**src/rtl/linear_layer_backward_if.sv**
```systemverilog
// Handshake bundle for the linear-layer backward engine.
// The master side supplies weights, output gradients and the consumer ready.
// The slave side (the engine) returns input gradients and status.
interface linear_layer_backward_if #(
    parameter int IN_DIM  = 3,
    parameter int OUT_DIM = 2,
    parameter int DATA_W  = 16
);
    logic [OUT_DIM*IN_DIM*DATA_W-1:0] w_flat;
    logic                             in_valid;
    logic                             in_ready;
    logic [OUT_DIM*DATA_W-1:0]        grad_out_flat;
    logic                             out_valid;
    logic                             out_ready;
    logic [IN_DIM*DATA_W-1:0]         grad_in_flat;
    logic                             busy;

    modport master (
        output w_flat, in_valid, grad_out_flat, out_ready,
        input  in_ready, out_valid, grad_in_flat, busy
    );

    modport slave (
        input  w_flat, in_valid, grad_out_flat, out_ready,
        output in_ready, out_valid, grad_in_flat, busy
    );
endinterface

```
**src/rtl/linear_layer_backward.sv**
```systemverilog
// Backward pass of one fully connected layer: grad_in = W^T * grad_out.
// A single multiply-accumulate unit walks the weight matrix column by column
// (j outer, i inner), so a result vector takes IN_DIM*OUT_DIM cycles.
// Inputs are snapshotted at accept; the output port only changes when the
// complete new vector is ready.
module linear_layer_backward #(
    parameter int IN_DIM  = 3,
    parameter int OUT_DIM = 2,
    parameter int DATA_W  = 16,
    parameter int FRAC_W  = 8
) (
    input  logic                    clk,
    input  logic                    rst_n,
    linear_layer_backward_if.slave  bus
);
    localparam int I_W    = (OUT_DIM > 1) ? $clog2(OUT_DIM) : 1;
    localparam int J_W    = (IN_DIM > 1) ? $clog2(IN_DIM) : 1;
    localparam int PROD_W = 2 * DATA_W;
    // Headroom for OUT_DIM worst-case products plus sign; cannot overflow.
    localparam int ACC_W  = 2 * DATA_W + $clog2(OUT_DIM) + 1;

    localparam logic signed [ACC_W-1:0]  RND_ADD = ACC_W'(1) << (FRAC_W - 1);
    localparam logic signed [ACC_W-1:0]  SAT_MAX = {{(ACC_W-DATA_W+1){1'b0}}, {(DATA_W-1){1'b1}}};
    localparam logic signed [ACC_W-1:0]  SAT_MIN = {{(ACC_W-DATA_W+1){1'b1}}, {(DATA_W-1){1'b0}}};
    localparam logic signed [DATA_W-1:0] D_MAX   = {1'b0, {(DATA_W-1){1'b1}}};
    localparam logic signed [DATA_W-1:0] D_MIN   = {1'b1, {(DATA_W-1){1'b0}}};

    typedef enum logic [1:0] {
        ST_IDLE,
        ST_ACCUM,
        ST_DONE
    } state_t;

    state_t r_state;
    state_t w_state_next;

    // Unpacked views of the flat input buses
    logic signed [DATA_W-1:0] w_g_in [OUT_DIM];
    logic signed [DATA_W-1:0] w_w_in [OUT_DIM][IN_DIM];

    // Snapshot of the accepted transaction and working state
    logic signed [DATA_W-1:0] r_g    [OUT_DIM];
    logic signed [DATA_W-1:0] r_w    [OUT_DIM][IN_DIM];
    logic signed [DATA_W-1:0] r_work [IN_DIM];
    logic [I_W-1:0]           r_i;
    logic [J_W-1:0]           r_j;
    logic signed [ACC_W-1:0]  r_acc;
    logic [IN_DIM*DATA_W-1:0] r_out_flat;

    logic signed [PROD_W-1:0] w_prod;
    logic signed [ACC_W-1:0]  w_sum;
    logic signed [ACC_W-1:0]  w_rnd;
    logic signed [ACC_W-1:0]  w_shr;
    logic signed [DATA_W-1:0] w_sat;
    logic [IN_DIM*DATA_W-1:0] w_res_flat;
    logic                     w_last_i;
    logic                     w_last_j;
    logic                     w_accept;
    logic                     w_in_ready;
    logic                     w_out_valid;
    logic                     w_busy;

    genvar gi, gj;
    generate
        for (gi = 0; gi < OUT_DIM; gi++) begin : g_unpack_row
            assign w_g_in[gi] = bus.grad_out_flat[gi*DATA_W +: DATA_W];
            for (gj = 0; gj < IN_DIM; gj++) begin : g_unpack_col
                assign w_w_in[gi][gj] = bus.w_flat[(gi*IN_DIM+gj)*DATA_W +: DATA_W];
            end
        end
    endgenerate

    assign w_last_i = (r_i == I_W'(OUT_DIM - 1));
    assign w_last_j = (r_j == J_W'(IN_DIM - 1));

    // MAC datapath: product, accumulate, round half toward +inf, saturate
    always_comb begin
        w_prod = PROD_W'(r_g[r_i]) * PROD_W'(r_w[r_i][r_j]);
        w_sum  = r_acc + ACC_W'(w_prod);
        w_rnd  = w_sum + RND_ADD;
        w_shr  = w_rnd >>> FRAC_W;
        if (w_shr > SAT_MAX) begin
            w_sat = D_MAX;
        end else if (w_shr < SAT_MIN) begin
            w_sat = D_MIN;
        end else begin
            w_sat = w_shr[DATA_W-1:0];
        end
    end

    // Full result vector with the element currently being finished merged in
    always_comb begin
        w_res_flat = '0;
        for (int k = 0; k < IN_DIM; k++) begin
            w_res_flat[k*DATA_W +: DATA_W] = (r_j == J_W'(k)) ? w_sat : r_work[k];
        end
    end

    // State register
    always_ff @(posedge clk or negedge rst_n) begin
        if (!rst_n) begin
            r_state <= ST_IDLE;
        end else begin
            r_state <= w_state_next;
        end
    end

    // Next-state and handshake outputs
    always_comb begin
        w_state_next = r_state;
        w_in_ready   = 1'b0;
        w_out_valid  = 1'b0;
        w_busy       = 1'b0;
        w_accept     = 1'b0;
        case (r_state)
            ST_IDLE: begin
                w_in_ready = 1'b1;
                if (bus.in_valid) begin
                    w_accept     = 1'b1;
                    w_state_next = ST_ACCUM;
                end
            end
            ST_ACCUM: begin
                w_busy = 1'b1;
                if (w_last_i && w_last_j) begin
                    w_state_next = ST_DONE;
                end
            end
            ST_DONE: begin
                w_busy      = 1'b1;
                w_out_valid = 1'b1;
                if (bus.out_ready) begin
                    w_state_next = ST_IDLE;
                end
            end
            default: begin
                w_state_next = ST_IDLE;
            end
        endcase
    end

    // Snapshot at accept, step the (j, i) walk, publish the vector at the end
    always_ff @(posedge clk or negedge rst_n) begin
        if (!rst_n) begin
            for (int a = 0; a < OUT_DIM; a++) begin
                r_g[a] <= '0;
                for (int b = 0; b < IN_DIM; b++) begin
                    r_w[a][b] <= '0;
                end
            end
            for (int b = 0; b < IN_DIM; b++) begin
                r_work[b] <= '0;
            end
            r_i        <= '0;
            r_j        <= '0;
            r_acc      <= '0;
            r_out_flat <= '0;
        end else if (w_accept) begin
            r_g   <= w_g_in;
            r_w   <= w_w_in;
            r_i   <= '0;
            r_j   <= '0;
            r_acc <= '0;
        end else if (r_state == ST_ACCUM) begin
            if (w_last_i) begin
                r_work[r_j] <= w_sat;
                r_acc       <= '0;
                r_i         <= '0;
                if (w_last_j) begin
                    r_j        <= '0;
                    r_out_flat <= w_res_flat;
                end else begin
                    r_j <= r_j + J_W'(1);
                end
            end else begin
                r_acc <= w_sum;
                r_i   <= r_i + I_W'(1);
            end
        end
    end

    assign bus.in_ready     = w_in_ready;
    assign bus.out_valid    = w_out_valid;
    assign bus.busy         = w_busy;
    assign bus.grad_in_flat = r_out_flat;

endmodule

```
**src/flat_wrapper.sv**
```systemverilog
// flat-port wrapper written by rule: the top's interface ports become plain ports
module linear_layer_backward_flat 
#(
    parameter int IN_DIM  = 3,
    parameter int OUT_DIM = 2,
    parameter int DATA_W  = 16,
    parameter int FRAC_W  = 8
)
  (clk, rst_n, bus_w_flat, bus_in_valid, bus_grad_out_flat, bus_out_ready, bus_in_ready, bus_out_valid, bus_grad_in_flat, bus_busy);
  linear_layer_backward_if #(.IN_DIM(IN_DIM), .OUT_DIM(OUT_DIM), .DATA_W(DATA_W)) bus_i ();
  input  logic clk;
  input  logic rst_n;
  input wire logic [$bits(bus_i.w_flat)-1:0] bus_w_flat;
  input wire logic [$bits(bus_i.in_valid)-1:0] bus_in_valid;
  input wire logic [$bits(bus_i.grad_out_flat)-1:0] bus_grad_out_flat;
  input wire logic [$bits(bus_i.out_ready)-1:0] bus_out_ready;
  output wire logic [$bits(bus_i.in_ready)-1:0] bus_in_ready;
  output wire logic [$bits(bus_i.out_valid)-1:0] bus_out_valid;
  output wire logic [$bits(bus_i.grad_in_flat)-1:0] bus_grad_in_flat;
  output wire logic [$bits(bus_i.busy)-1:0] bus_busy;
  assign bus_i.w_flat = bus_w_flat;
  assign bus_i.in_valid = bus_in_valid;
  assign bus_i.grad_out_flat = bus_grad_out_flat;
  assign bus_i.out_ready = bus_out_ready;
  assign bus_in_ready = bus_i.in_ready;
  assign bus_out_valid = bus_i.out_valid;
  assign bus_grad_in_flat = bus_i.grad_in_flat;
  assign bus_busy = bus_i.busy;
  linear_layer_backward #(.IN_DIM(IN_DIM), .OUT_DIM(OUT_DIM), .DATA_W(DATA_W), .FRAC_W(FRAC_W)) u_core (.clk(clk), .rst_n(rst_n), .bus(bus_i));
endmodule
```
**config.mk**
```make
export PLATFORM = sky130hd
export DESIGN_NAME = linear_layer_backward_flat
export DESIGN_NICKNAME = d
export VERILOG_FILES = /design/src/rtl/linear_layer_backward_if.sv /design/src/rtl/linear_layer_backward.sv /design/src/flat_wrapper.sv
export SDC_FILE = /design/constraint.sdc
export NUM_CORES = 1
export LEC_CHECK = 0
export ABC_CLOCK_PERIOD_IN_PS = 18200
export BUFFER_PORTS_ARGS = -buffer_cell sky130_fd_sc_hd__buf_2
export CAP_MARGIN = 20
export CORE_MARGIN = 10
export CORE_UTILIZATION = 45
export DETAILED_ROUTE_END_ITERATION = 10
export GPL_ROUTABILITY_DRIVEN = 0
export GPL_TIMING_DRIVEN = 0
export SKIP_CTS_REPAIR_TIMING = 1
export SYNTH_ARGS = -nofsm -noshare
export SYNTH_HDL_FRONTEND = slang
export SYNTH_SLANG_ARGS = --single-unit
```
**constraint.sdc**
```tcl
create_clock -name clk -period 18.2 [get_ports clk]
set_input_delay 0.91 -clock clk [delete_from_list [all_inputs] [get_ports clk]]
set_output_delay 0.91 -clock clk [all_outputs]
set_load 0.005 [all_outputs]
```
# ---- Word level (Yosys, flattened, before mapping)
# Cells that the tools add are included.
dict set report word_totals {
  out_inout_bits 51
  wordCells 82
  ff_bits 263
  inputBits 132
}
dict set report op_classes {
  addsub 4
  reduce_logical 11
  multipliers 1
  n_eq_ne 7
  bitwise_logic 3
  muxes 35
  n_lt_le_gt_ge 5
}
# op count
set op_table {}
lappend op_table {{16-bit 2-to-1 mux} 10}
lappend op_table {{48-bit 2-to-1 mux} 3}
lappend op_table {{34-bit 2-to-1 mux} 3}
lappend op_table {{48-bit bitwise mux} 1}
lappend op_table {{34-bit by 32-bit adder with 34-bit output} 1}
lappend op_table {{34-bit by 9-bit adder with 34-bit output, second input constant} 1}
lappend op_table {{16-bit binary-select mux with 2-bit select} 1}
lappend op_table {{16-bit demux with 2-bit select} 1}
lappend op_table {{16-bit by 16-bit multiplier with 32-bit output} 1}
lappend op_table {{26-bit by 16-bit > comparator with 1-bit output, second input constant} 1}
lappend op_table {{26-bit by 16-bit less-than comparator with 1-bit output, second input constant} 1}
lappend op_table {{2-bit 2-to-1 mux} 7}
lappend op_table {{1-bit 2-to-1 mux} 8}
lappend op_table {{2-bit one-hot mux with 3 select lines} 1}
lappend op_table {{3-bit AND reduction} 2}
lappend op_table {{2-bit by 1-bit == test with 1-bit output, second input constant} 2}
lappend op_table {{2-bit == test, second input constant} 2}
lappend op_table {{2-bit logical NOT} 2}
lappend op_table {{2-bit != test, second input constant} 2}
lappend op_table {{4-bit AND reduction} 1}
lappend op_table {{2-bit nonzero test} 2}
lappend op_table {{3-bit >= comparator, second input constant} 1}
lappend op_table {{3-bit by 1-bit less-than comparator with 1-bit output, second input constant} 1}
lappend op_table {{2-bit inverter with 3-bit output} 1}
lappend op_table {{other kinds (9)} 10}

# ---- Depth between registers and ports, before layout
# Gate-level depths: netlist (run 1).
dict set report logic_depth {
  depth_word 14
  ltp_mapped 38
  depth_no_buf 31
}

# ---- Worst setup path before layout (run 1)
# No wires, ideal clock.
dict set report synth_path {
  path_type {register to register}
  start {reg u_core.r_j[1]}
  end {reg u_core.r_work[23] in the netlist's numbering}
  path_slack_ns 9.099
  n_path_buf 6
  path_stages_with_launch 37
  arrival_time_ns 8.964
  required_ns 18.063
  cell_sequence {dfrtp_1 -> clkbuf_1 -> clkbuf_1 -> mux2i_1 -> o21ai_0 -> o21a_1 -> clkbuf_1 -> nand2_1 -> inv_1 -> fa_1 -> inv_1 -> fa_1 -> inv_1 -> fa_1 -> inv_1 -> fa_1 -> inv_1 -> fa_1 -> inv_1 -> fa_1 -> inv_1 -> ha_1 -> clkbuf_1 -> nand2_1 -> o21ai_0 -> nor3_1 -> a211oi_2 -> xor2_2 -> nor3b_1 -> nand4b_4 -> o31a_1 -> or2_0 -> and4b_1 -> buf_6 -> a21boi_4 -> buf_4 -> o211ai_1}
}
dict set report synth_between {
  elab_chain_cells 11
  elab_cells_between_ends 17
  cone_classes {add/sub (2); mul (1); order compare (4); mux (8); bitwise (1); reduce/logical (1)}
}
# item line_no
set synth_lines {}
lappend synth_lines {{start: declaration} linear_layer_backward.sv:46} ;# logic [J_W-1:0] r_j;
lappend synth_lines {{start signal: assignment} linear_layer_backward.sv:173} ;# r_j <= r_j + J_W'(1);
lappend synth_lines {{2-bit inverter with 3-bit output (implied by the code) *} {linear_layer_backward.sv:78, linear_layer_backward.sv:166}}
lappend synth_lines {{16-bit binary-select mux with 2-bit select} linear_layer_backward.sv:78} ;# w_prod = PROD_W'(r_g[r_i]) * PROD_W'(r_w[r_i][r_j]);
lappend synth_lines {{16-bit 2-to-1 mux (implied by the code) (2 in a row)} linear_layer_backward.sv:78}
lappend synth_lines {{16-bit by 16-bit multiplier with 32-bit output} linear_layer_backward.sv:78}
lappend synth_lines {{34-bit by 32-bit adder with 34-bit output} linear_layer_backward.sv:79} ;# w_sum = r_acc + ACC_W'(w_prod);
lappend synth_lines {{34-bit by 9-bit adder with 34-bit output} linear_layer_backward.sv:80} ;# w_rnd = w_sum + RND_ADD;
lappend synth_lines {{26-bit by 16-bit less-than comparator with 1-bit output} linear_layer_backward.sv:84} ;# end else if (w_shr < SAT_MIN) begin
lappend synth_lines {{16-bit 2-to-1 mux} linear_layer_backward.sv:84}
lappend synth_lines {{16-bit 2-to-1 mux} linear_layer_backward.sv:82} ;# if (w_shr > SAT_MAX) begin
lappend synth_lines {{48-bit bitwise mux *} linear_layer_backward.sv:166} ;# r_work[r_j] <= w_sat;
lappend synth_lines {{end signal: indexed assignment} linear_layer_backward.sv:166}
lappend synth_lines {{end: declaration} linear_layer_backward.sv:44} ;# logic signed [DATA_W-1:0] r_work [IN_DIM];
# Mark *: on every way between the ends. The rest lies on a longest branch, timed or not. The select of a mux whose other input is x is not followed.
# A chain may end at the register's enable or synchronous reset.

# ---- Final worst setup path (run 1)
dict set report layout_path {
  start {reg u_core.r_i}
  end {reg u_core.r_work[24] in the netlist's numbering}
}
dict set report layout_between {
  elab_chain_cells 14
  elab_cells_between_ends 19
  cone_classes {add/sub (2); mul (1); order compare (2); mux (12); bitwise (1); reduce/logical (1)}
}
# item line_no
set layout_lines {}
lappend layout_lines {{start: declaration} linear_layer_backward.sv:45} ;# logic [I_W-1:0] r_i;
lappend layout_lines {{start signal: assignment} linear_layer_backward.sv:177} ;# r_i <= r_i + I_W'(1);
lappend layout_lines {{1-bit inverter with 2-bit output (implied by the code)} linear_layer_backward.sv:78}
lappend layout_lines {{48-bit 2-to-1 mux (implied by the code) (3 in a row)} linear_layer_backward.sv:78}
lappend layout_lines {{16-bit binary-select mux with 2-bit select} linear_layer_backward.sv:78}
lappend layout_lines {{16-bit 2-to-1 mux (implied by the code) (2 in a row)} linear_layer_backward.sv:78}
lappend layout_lines {{16-bit by 16-bit multiplier with 32-bit output} linear_layer_backward.sv:78}
lappend layout_lines {{34-bit by 32-bit adder with 34-bit output} linear_layer_backward.sv:79}
lappend layout_lines {{34-bit by 9-bit adder with 34-bit output} linear_layer_backward.sv:80}
lappend layout_lines {{26-bit by 16-bit less-than comparator with 1-bit output} linear_layer_backward.sv:84}
lappend layout_lines {{16-bit 2-to-1 mux} linear_layer_backward.sv:84}
lappend layout_lines {{16-bit 2-to-1 mux} linear_layer_backward.sv:82}
lappend layout_lines {{48-bit bitwise mux} linear_layer_backward.sv:166}
# Parallel ways exist; a longest one is shown, timed or not. The select of a mux whose other input is x is not followed.

==> impl_metrics.toml, run 1 <==
[sta]
clock_skew_ns = 0.0336
period_needed_ns = 11.79
fmaxAchievable_mhz = 84.8
finalMaxSlewViolations = 0
worst_pin_slew_ns = 1.19
maxSlewHeadroom = 0.182
setup_viol = 0
hold_ws_ns = 0.321
finalCritPeriodShare = 0.648
finalHoldViolations = 0
grt_setup_unrepaired = "no"
finalSetupTns_ns = 0

[logic_synthesis]
synth_seq_cells = 247
synth_commonest_cells = "nand2_1, inv_1, fa_1, dfrtp_1, nor2_1"
syn-cell-area_um2 = 23000
synthCells = 2544
yosys.area.top_type = "dfrtp_1"
synth_top_flop_cell = "dfrtp_1"
synth_edf_count = 0
yosys_warnings = 0
synth_area_leaders = "dfrtp_1, fa_1, nand2_1"
yosysSeqAreaShare = 0.269
synth.most_common_cell = "nand2_1"
avgSynthCellArea_um2 = 9.04
synth_top_area_share = 0.269
synthArstFlopShare = 1.00
yosysUniqueCellTypes = 88
syn-num-nets = 3087

[detailed_routing]
viasPerCell = 5.32
wl_um = 67400
route.vias.total = 18384
ant_nets = 0
drt_first_pass_iters = 7
drt_first_iter_violations = 1254
wl_per_cell_um = 19.5
drc = 0

[grt]
grt_pass1_vias = 19493
grt_pass1_wl_um = 109000
grt.total_usage = 0.225
grt_max_degree = 89
grt-ovfl-total = 0
antenna_found_initial = 1

[floorplanning]
initial_core_util = 0.456
dieArea_um2 = 60500
num_rows = 82
core_area_um2 = 50400
top_level_ports = 183
die_y_um = 246
fp.dieW_um = 246

[worst_hold_path]
hold_path.class = "in -> async"

[setup_path]
required_ns = 18.63
crit_type = "reg -> reg"
max_stage_delay_ns = 0.76
slowest_stage = "xor2_1"
worstPathArrival_ns = 12.22
crit_fanout = 10
critPathMostFrequentCell = "fa_1"
critPathLaunchType = "register"
rrSetupSlack_ns = 6.41
critical_path.endpoint_type = "register"

[placed_design]
dpl.hpwl_um = 55500
place_area_um2 = 24800
portBuffers = 182

[clock_network]
clkTransAtPathRegs_ns = 0.06
cts_max_level = 1
clockBufferDepth = 3
cts_num_sinks = 247
cts_buffers = 28
cts_tree = "done"
clock-root-buffer = "clkbuf_16"
clkLatencyLatePin_ns = 0.58

[finish]
nFillCells = 4733
fin_area_um2 = 25800
seq_area_um2 = 6180
nets = 3304
drive_gt1_frac = 0.109
areaGrowthSynthToFinish_pct = 12.1
multi_input_area_um2 = 15100
num_antenna_cells = 0

[run_status]
status = "finished clean"

[run]
max_cap_violations = 0
==> worst paths after layout <==
path | depth (start not counted) | endpoint | startpoint
setup / recovery | 31 | u_core.r_work[24] | u_core.r_i
hold / removal | 1 | u_core.r_acc[31] | rst_n
setup reg to reg | 31 | u_core.r_work[24] | u_core.r_i
hold reg to reg | 2 | u_core.bus.grad_in_flat[3] | u_core.r_work[35]
max in group asynchronous | 3 | u_core.bus.grad_in_flat[45] | rst_n
min in group clk | 2 | u_core.bus.grad_in_flat[3] | u_core.r_work[35]
==> registers in the layout (all words and copies together) (netlist names) <==
signal and count:
u_core.r_acc 34, u_core.r_i 1, u_core.bus.grad_in_flat 48, u_core.r_g 32, u_core.r_j 2, u_core.r_state 2, u_core.r_work 32, u_core.r_w 96
==> per-layer routing <==
layer	vias to the layer above	share of wire	wire (um)	GRT usage
met5	-	0.00019	13	0
met3	126	0.062	4160	0.0377
met1	9185	0.45	30100	0.313
met2	585	0.46	31000	0.355
met4	2	0.032	2150	0.0657
li1	8486	-	-	-
==> layout make-up <==
type / instances / area share
repair buffers: 187 / 0.0387
flip-flops and latches: 247 / 0.240
multi-input cells: 1853 / 0.585
clock buffers: 43 / 0.0325
clock inverters: 7 / 0.00417
plain buffers: 116 / 0.0195
inverters: 328 / 0.0478
well taps: 672 / 0.0326
==> critical path, delay by kind of cell (launching register included) <==
family          cells  cell delay (ns)
mux                 1             0.26
flops               1             0.34
simple gates        5             1.68
fa+ha+maj           7             3.52
xor+xnor            1             0.76
buf+inv             9             2.68
compound gates      8             2.38
==> layout by cell type, fill, tap and decap left out, drive strengths merged, types with 14 or more instances in the layout <==
cell type | netlist | layout
nand3 | 15 | 15
a211oi | 17 | 17
clkbuf | 87 | 130
and2 | 27 | 27
xor2 | 20 | 20
buf | 29 | 216
nor2 | 168 | 168
a221oi | 14 | 14
o21ai | 70 | 70
mux2 | 16 | 16
nor3 | 30 | 30
o211ai | 56 | 56
mux2i | 51 | 51
inv | 328 | 329
nand2b | 28 | 28
a21oi | 51 | 51
ha | 106 | 106
dfrtp | 247 | 247
xnor2 | 31 | 31
fa | 305 | 305
a22o | 16 | 16
nand2 | 701 | 701
==> cells by family after synthesis <==
group           count (synthesis)  synth area share
mux                            67            0.0300
xor+xnor                       51            0.0201
compound gates                295            0.0944
buf+inv                       444            0.0754
fa+ha+maj                     411             0.323
flops                         247             0.269
simple gates                 1029             0.188
==> through the flow <==
step	util	setup WS (ns)	cells
floorplan	-	9.10	2544
detailed placement	0.493	6.59	3401
CTS	0.511	6.53	3451
global placement	0.491	6.62	3398
global route	0.512	5.81	3453
finish	0.512	6.41	3453
Power of run 1 is left out: the tool's default activity adds up to more than one toggle a clock period on the data nets, which glitch-free logic cannot reach.
==> run 2: changes to the inputs <==
- ABC_CLOCK_PERIOD_IN_PS: 18200 -> 9500
- PLACE_DENSITY: default -> 0.65
- clock period: 18.2 -> 9.5 ns (I/O delays scaled with it)
==> impl_metrics.toml, run 2 (synthesized netlist as in run 1, its figures left out) <==
[floorplanning]
num_rows = 82
dieArea_um2 = 60500
initial_core_util = 0.456
fp.dieW_um = 246
die_y_um = 246
top_level_ports = 183
core_area_um2 = 50400

[grt]
grt_max_degree = 122
grt_pass1_vias = 19442
grt-ovfl-total = 0
grt.total_usage = 0.219
grt_pass1_wl_um = 107000
antenna_found_initial = 0

[sta]
period_needed_ns = 9.26
finalHoldViolations = 0
fmaxAchievable_mhz = 108
setup_viol = 0
maxSlewHeadroom = 0.372
clock_skew_ns = 0.0221
finalCritPeriodShare = 0.975
worst_pin_slew_ns = 0.937
finalMaxSlewViolations = 0

[detailed_routing]
viasPerCell = 5.31
wl_per_cell_um = 19.2
drt_first_iter_violations = 1325
ant_nets = 0
drc = 0
route.vias.total = 18630
wl_um = 67500
drt_first_pass_iters = 5

[setup_path]
crit_fanout = 10
critical_path.endpoint_type = "register"
critPathLaunchType = "register"
required_ns = 9.97
slowest_stage = "fa_1"
critPathMostFrequentCell = "fa_1"
crit_type = "reg -> reg"
max_stage_delay_ns = 0.61
path_delay_family = "adder cells"
worstPathArrival_ns = 9.74
crit_buf_inv = 12

[finish]
areaGrowthSynthToFinish_pct = 16.8
largest_reg_flops = 96
num_antenna_cells = 0
nets = 3360
final_cell_mix = "nand2_1, inv_1, fa_1, dfrtp_1, buf_2"
drive_gt1_frac = 0.163
mostFrequentLayoutCell = "nand2_1"
post-route-util = 0.533
largest_register = "u_core.r_w"

[worst_hold_path]
hold_path.class = "in -> reg"

[clock_network]
cts_tree = "done"
cts_buffers = 28
clkLatencyLatePin_ns = 0.57
clockBufferDepth = 3
cts_num_sinks = 247
cts_max_level = 1
clkTransAtPathRegs_ns = 0.06
clock-root-buffer = "clkbuf_16"

[run]
max_cap_violations = 0

[run_status]
status = "finished clean"

[placed_design]
dpl.hpwl_um = 54600
portBuffers = 182
[run 2: changes by cell type in the layout (fill, tap and decap cells not counted), sizes merged]
cell / before / now
inv: 329 / 328
clkinvlp: 3 / 1
clkbuf: 130 / 108
clkinv: 1 / 6
dlygate4sd3: 0 / 1
buf: 216 / 292
[run 2: area by class of cell]
cell class	instances	area (um^2)
plain buffers	110	627
clock buffers	42	835
clock inverters	9	101
fillers	4493	23500
inverters	328	1230
multi-input cells	1853	15600
flip-flops and latches	247	6180
well taps	672	841
repair buffers	249	1460
[run 2: through the flow]
stage / instance area [um^2] / cells / setup WS (ns) / hold WS [ns] / TNS (ns)
floorplan: 23000 / 2544 / 0.399 / 0.179 / 0
global placement: 24700 / 3398 / -1.85 / 0.457 / -82.58
detailed placement: 24800 / 3400 / -1.93 / 0.367 / -86.40
CTS: 25800 / 3451 / -1.97 / -0.234 / -88.26
global route: 26800 / 3510 / -0.105 / 0.105 / -2.65
finish: 26800 / 3510 / 0.237 / 0.105 / 0
[run 2: final timing paths]
kind / slack, ns / depth (start not counted) / startpoint / to
min in group asynchronous: 0.38 / 2 / rst_n / u_core.r_acc[33]
min: 0.10 / 3 / bus_w_flat[44] / u_core.r_w[60]
min reg2reg: 0.47 / 2 / u_core.bus.grad_in_flat[0] / u_core.bus.grad_in_flat[0]
max reg2reg: 0.24 / 32 / u_core.r_i / u_core.r_work[34]
max in group asynchronous: 7.69 / 4 / rst_n / u_core.r_work[44]
max: 0.24 / 32 / u_core.r_i / u_core.r_work[34]
[run 2: layer usage]
layer	global-route usage	up-vias	routed length, um
met4	0.0632	0	2120
met3	0.0403	127	4980
met5	0	-	0
met1	0.296	9240	28800
met2	0.354	674	31600
li1	-	8589	-
[run 2: worst reg2reg max path: cells and delay by family (launching register included)]
| family | cells | cell delay, ns |
|---|---|---|
| fa+ha+maj | 7 | 3.42 |
| buf+inv | 12 | 1.97 |
| simple gates | 6 | 1.72 |
| compound gates | 6 | 1.46 |
| flops | 1 | 0.38 |
| mux | 1 | 0.22 |
Power of run 2 is left out for the same reason.
